<file path="src/rtl/vote_cipher_if.sv">
// Record/key handshake bundle for vote_cipher.
// out_tag exists only when VOTE_CIPHER_TAG_EN is defined.
interface vote_cipher_if;
  logic [0:63] key_in;
  logic        key_load;
  logic        key_ready;
  logic        in_valid;
  logic        in_ready;
  logic [0:63] in_data;
  logic        out_valid;
  logic        out_ready;
  logic [0:63] out_data;
  logic        busy;
`ifdef VOTE_CIPHER_TAG_EN
  logic [0:7]  out_tag;

  modport master (
    output key_in, key_load, in_valid, in_data, out_ready,
    input  key_ready, in_ready, out_valid, out_data, busy, out_tag
  );
  modport slave (
    input  key_in, key_load, in_valid, in_data, out_ready,
    output key_ready, in_ready, out_valid, out_data, busy, out_tag
  );
`else
  modport master (
    output key_in, key_load, in_valid, in_data, out_ready,
    input  key_ready, in_ready, out_valid, out_data, busy
  );
  modport slave (
    input  key_in, key_load, in_valid, in_data, out_ready,
    output key_ready, in_ready, out_valid, out_data, busy
  );
`endif
endinterface

</file>
<file path="src/rtl/vote_cipher.sv">
// Iterative XOR/rotate vote-record cipher, one round per clock.
// Optional plaintext byte-XOR tag output enabled by VOTE_CIPHER_TAG_EN.
//
// state | meaning
// IDLE  | waiting for key load / plaintext record
// RUN   | applying rounds, r counts 0..ROUNDS-1
// DONE  | ciphertext presented, held until out_ready
module vote_cipher #(
  parameter int ROUNDS = 8
) (
  input logic    clk,
  input logic    rst,
  vote_cipher_if.slave bus
);

  typedef enum logic [1:0] {IDLE, RUN, DONE} state_t;

  state_t      state_q, state_d;
  logic [0:63] key_q;
  logic        key_ready_q;
  logic [0:63] s_q;
  logic [0:63] rk_q;
  logic [7:0]  r_q;
  logic [0:63] t;
  logic        accept;
  logic        last_round;
  logic        in_ready_c;

  assign t          = s_q ^ rk_q;
  assign last_round = (r_q == 8'(ROUNDS - 1));

  always_comb begin
    state_d    = state_q;
    in_ready_c = 1'b0;
    accept     = 1'b0;
    case (state_q)
      IDLE: begin
        in_ready_c = key_ready_q;
        accept     = key_ready_q & bus.in_valid;
        if (accept) state_d = RUN;
      end
      RUN: begin
        if (last_round) state_d = DONE;
      end
      DONE: begin
        if (bus.out_ready) state_d = IDLE;
      end
      default: state_d = IDLE;
    endcase
  end

  // The record always captures the key register as it was before this edge,
  // so a same-cycle key_load only affects later records.
  always_ff @(posedge clk) begin
    if (rst) begin
      state_q     <= IDLE;
      key_q       <= '0;
      key_ready_q <= 1'b0;
      s_q         <= '0;
      rk_q        <= '0;
      r_q         <= '0;
    end else begin
      state_q <= state_d;
      if (state_q == IDLE && bus.key_load) begin
        key_q       <= bus.key_in;
        key_ready_q <= 1'b1;
      end
      if (accept) begin
        s_q  <= bus.in_data;
        rk_q <= key_q;
        r_q  <= '0;
      end else if (state_q == RUN) begin
        s_q  <= {t[8:63], t[0:7]};
        rk_q <= {rk_q[1:63], rk_q[0]} ^ {56'b0, r_q};
        r_q  <= r_q + 8'd1;
      end
    end
  end

`ifdef VOTE_CIPHER_TAG_EN
  logic [0:7] tag_q;

  always_ff @(posedge clk) begin
    if (rst) begin
      tag_q <= '0;
    end else if (accept) begin
      tag_q <= bus.in_data[0:7]   ^ bus.in_data[8:15]  ^
               bus.in_data[16:23] ^ bus.in_data[24:31] ^
               bus.in_data[32:39] ^ bus.in_data[40:47] ^
               bus.in_data[48:55] ^ bus.in_data[56:63];
    end
  end

  assign bus.out_tag = tag_q;
`endif

  assign bus.key_ready = key_ready_q;
  assign bus.in_ready  = in_ready_c;
  assign bus.out_valid = (state_q == DONE);
  assign bus.out_data  = s_q;
  assign bus.busy      = (state_q != IDLE);

endmodule

</file>
<file path="src/flat_wrapper.sv">
// flat-port wrapper written by rule: the top's interface ports become plain ports
module vote_cipher_flat 
#(
  parameter int ROUNDS = 8
)
  (clk, rst, bus_key_in, bus_key_load, bus_in_valid, bus_in_data, bus_out_ready, bus_key_ready, bus_in_ready, bus_out_valid, bus_out_data, bus_busy);
  vote_cipher_if bus_i ();
  input logic clk;
  input logic rst;
  input wire logic [$bits(bus_i.key_in)-1:0] bus_key_in;
  input wire logic [$bits(bus_i.key_load)-1:0] bus_key_load;
  input wire logic [$bits(bus_i.in_valid)-1:0] bus_in_valid;
  input wire logic [$bits(bus_i.in_data)-1:0] bus_in_data;
  input wire logic [$bits(bus_i.out_ready)-1:0] bus_out_ready;
  output wire logic [$bits(bus_i.key_ready)-1:0] bus_key_ready;
  output wire logic [$bits(bus_i.in_ready)-1:0] bus_in_ready;
  output wire logic [$bits(bus_i.out_valid)-1:0] bus_out_valid;
  output wire logic [$bits(bus_i.out_data)-1:0] bus_out_data;
  output wire logic [$bits(bus_i.busy)-1:0] bus_busy;
  assign bus_i.key_in = bus_key_in;
  assign bus_i.key_load = bus_key_load;
  assign bus_i.in_valid = bus_in_valid;
  assign bus_i.in_data = bus_in_data;
  assign bus_i.out_ready = bus_out_ready;
  assign bus_key_ready = bus_i.key_ready;
  assign bus_in_ready = bus_i.in_ready;
  assign bus_out_valid = bus_i.out_valid;
  assign bus_out_data = bus_i.out_data;
  assign bus_busy = bus_i.busy;
  vote_cipher #(.ROUNDS(ROUNDS)) u_core (.clk(clk), .rst(rst), .bus(bus_i));
endmodule
</file>
<file path="config.mk">
export PLATFORM = sky130hd
export DESIGN_NAME = vote_cipher_flat
export DESIGN_NICKNAME = d
export VERILOG_FILES = /design/src/rtl/vote_cipher_if.sv /design/src/rtl/vote_cipher.sv /design/src/flat_wrapper.sv
export SDC_FILE = /design/constraint.sdc
export NUM_CORES = 1
export LEC_CHECK = 0
export BUFFER_PORTS_ARGS = -buffer_cell sky130_fd_sc_hd__buf_2
export CAP_MARGIN = 40
export CORE_ASPECT_RATIO = 0.75
export CORE_MARGIN = 5
export CORE_UTILIZATION = 50
export DETAILED_ROUTE_END_ITERATION = 7
export PLACE_DENSITY = 0.85
export SLEW_MARGIN = 20
export SYNTH_ARGS = -nofsm -noshare
export SYNTH_HDL_FRONTEND = slang
export SYNTH_SLANG_ARGS = --single-unit
</file>
<file path="constraint.sdc">
create_clock -name clk -period 1.8 [get_ports clk]
set_input_delay 0.09 -clock clk [delete_from_list [all_inputs] [get_ports clk]]
set_output_delay 0.09 -clock clk [all_outputs]
set_load 0.01 [all_outputs]
</file>
==> impl_results.md <==
- Critical path type: reg2out
- Max-Cap Viols: 0
- Switch Pwr: around 2900 uW
- Leak: 0.00438 uW
- Final Cell Area: 11600 um^2
- Port Buffers: 200
- Final core utilization: between 60 and 70%
- Initial Util: approximately half
- Peak supply drop: between 0.6 and 0.7 mV
- Initial DRT Pass Iterations: 6
- Clock Tree Buf Depth: 3
- Final Hold Vio Count: 0
- Clock slew at reported path FFs: around 0.070 ns
- Setup violators final: 0
- TritonCTS Buffers: 20
- Synth async-reset ratio: 0%
- Largest net degree at the start of global routing: just under 100
- Sw Ratio: a little over a quarter
- Setup TNS: 0 ns
- Most used DFF post-synth: dfxtp_1
- Initial antenna violation count: 1
- Grt total ovfl: 0
- Pwr dens: a little over 900 nW/um^2
- Vias in the first global route: around 8600
- Max-slew headroom: between 50 and 60%
- DIE HEIGHT: roughly 120 um
- Mean Syn Cell Area: slightly above 8 um^2
- Area Overhead vs Synth: 37.0%
- # IOs: between 200 and 250
- Synth top cells by count: nand2_1, dfxtp_1, a21oi_1
- Gpl congestion: about 0.86
- Worst-path fanout max: 5
- Vias/cell: 5.62
- Syn Std Cell Area: ~8500 um^2
- Arr. time, crit path: ~1.5 ns
- # DRC: 0
- Placed cell area: between 9000 and 10000 um^2
- Die Wd: 161 um
- Post-synth EDFFs: 0
- Yosys warning count: 0
- Fmax: slightly above 600 MHz
- RSZ-0062 raised after global routing: false
- Seq pwr share: a little under half
- Syn_nets: 1187
- Slew of the pin with the lowest slew margin: around 0.65 ns
- Total power: about 11000 uW
- Clock Latency Late Sink: around 0.48 ns
- Min Clock Period, post-route: about 1.6 ns
- Clock Power Share: 38.2%
- GRT Resource Usage Total: roughly 27%
- Clk sinks: ~200
- Min-delay worst type: in2reg
- Area leader, netlist: dfxtp_1
- Worst setup SP type: flop
- Fin nets: approximately 1500
- H-tree levels: 1
- First-pass GRT wire length: roughly 44000 um
- Area contributors post-synth: dfxtp_1, nand2_1, a21oi_1
- Post-DP HPWL: 16400 um
- Detailed Route WL: between 20000 and 30000 um
- P_int: about 8000 uW
- Share of layout cells above drive strength 1: between 10% and 20%
- CTS tree: done
- Post-synth top area share: 47.8%
- Top-count cell post-synth: nand2_1
- Routed via count: between 8000 and 9000
- Filler cells: ~1200
- Number of synthesized register bits: a little over 200
- Skew final: slightly below 0.008 ns
- Worst hold slack: around 0.097 ns
- Synthesized instance count: between 1000 and 1500
- Worst Setup End Kind: primary output
- Final period util: between 80 and 90%
- Die Area: 19700 um^2
- Critical Path RT: 1.71 ns
- Outcome: finished clean
- Routed len/inst: about 18 um
- DRT iter0 DRCs: 900
- Core area: ~17000 um^2
- Register area share after synthesis: between 40 and 50%
- FP Rows: 41
- Final Slew Violations: 0
- Logic pwr share: 15.9%
- Yosys cell types: 27
- Final ANT Viol Nets: 0
- Root Buffer Master: clkbuf_16
## power groups by stage
stage                     Combinational [uW]  Sequential [uW]  Clock [uW]
after floorplan                          858             5080           0
after global placement                  1440             5090           0
after detailed placement                1460             5100           0
after CTS                               1690             5000        4220
after global routing                    1880             5030        4380
final                                   1730             5010        4160
## kinds of logic after synthesis
logic type | share of synthesized area [%]
DFF | 47.8
buffers and inverters | 4.74
and+or+nand+nor | 16.6
xor gates and xnor gates | 8.03
adders and majority gates | 0.147
AOI/OAI and AO/OA | 22.7
## flip-flops by register name (all words and copies together) (netlist names)
| signal | count |
|---|---|
| u_core.key_q | 64 |
| u_core.bus.key_ready | 1 |
| u_core.state_q | 2 |
| u_core.rk_q | 64 |
| u_core.bus.out_data | 64 |
| u_core.r_q | 8 |
## what timing repair did
action	4_1_cts	5_1_grt
gates resized for setup	0	0
setup buffers	0	0
setup endpoints to repair	0	0
endpoints found under the hold margin	129	0
hold buffers	129	0
## worst max-delay path: stages, from the launching register on
cell     delay, ns
dfxtp_1       0.37
nor2_1        0.25
buf_4         0.17
and2_1        0.12
buf_2         0.13
## metrics by stage
step | setup WS [ns] | cells
after floorplan | 0.435 | 1053
after global placement | 0.324 | 1401
after detailed placement | 0.283 | 1401
after CTS | 0.189 | 1564
after global routing | 0.0867 | 1565
final | 0.184 | 1565
## final cells by class
cell class / count / area (um^2) / area share, %
clock inverter: 4 / 45.0 / 0.387
clock buffer: 30 / 609 / 5.23
sequential: 203 / 4060 / 34.9
tap: 215 / 269 / 2.31
antenna: 1 / 2.50 / 0.0215
multi-input combinational: 761 / 4060 / 34.8
inverter: 3 / 11.3 / 0.0967
timing repair buffer: 348 / 2590 / 22.2
## per-layer routing
layer	global-route usage (%)	up-vias	wire length [um]
li1	-	4150	-
met1	35.5	4083	11300
met2	45.5	484	13000
met3	5.33	85	2380
met4	9.03	0	917
met5	0	-	0
## worst paths after layout
path	start	to	slack [ns]	cells past startpoint
hold / removal	rst	u_core.key_q[16]	0.1	2
hold reg to reg	u_core.key_q[17]	u_core.key_q[17]	0.46	2
setup reg to reg	u_core.state_q[0]	u_core.rk_q[56]	0.22	6
setup / recovery	u_core.state_q[1]	bus_in_ready	0.18	4
## layout by cell type, fill, tap and decap left out, types with 5 or more instances in the layout
master         count
dlygate4sd3_1    129
xnor2_1           76
buf_4              7
dfxtp_1          203
nand2_1          321
buf_2            199
o211ai_1          66
nor2_1            22
clkbuf_8           5
a221oi_1           6
clkbuf_16         21
a22oi_1           57
buf_12            12
a21oi_1          188
Power figures use the tool's default switching activity.
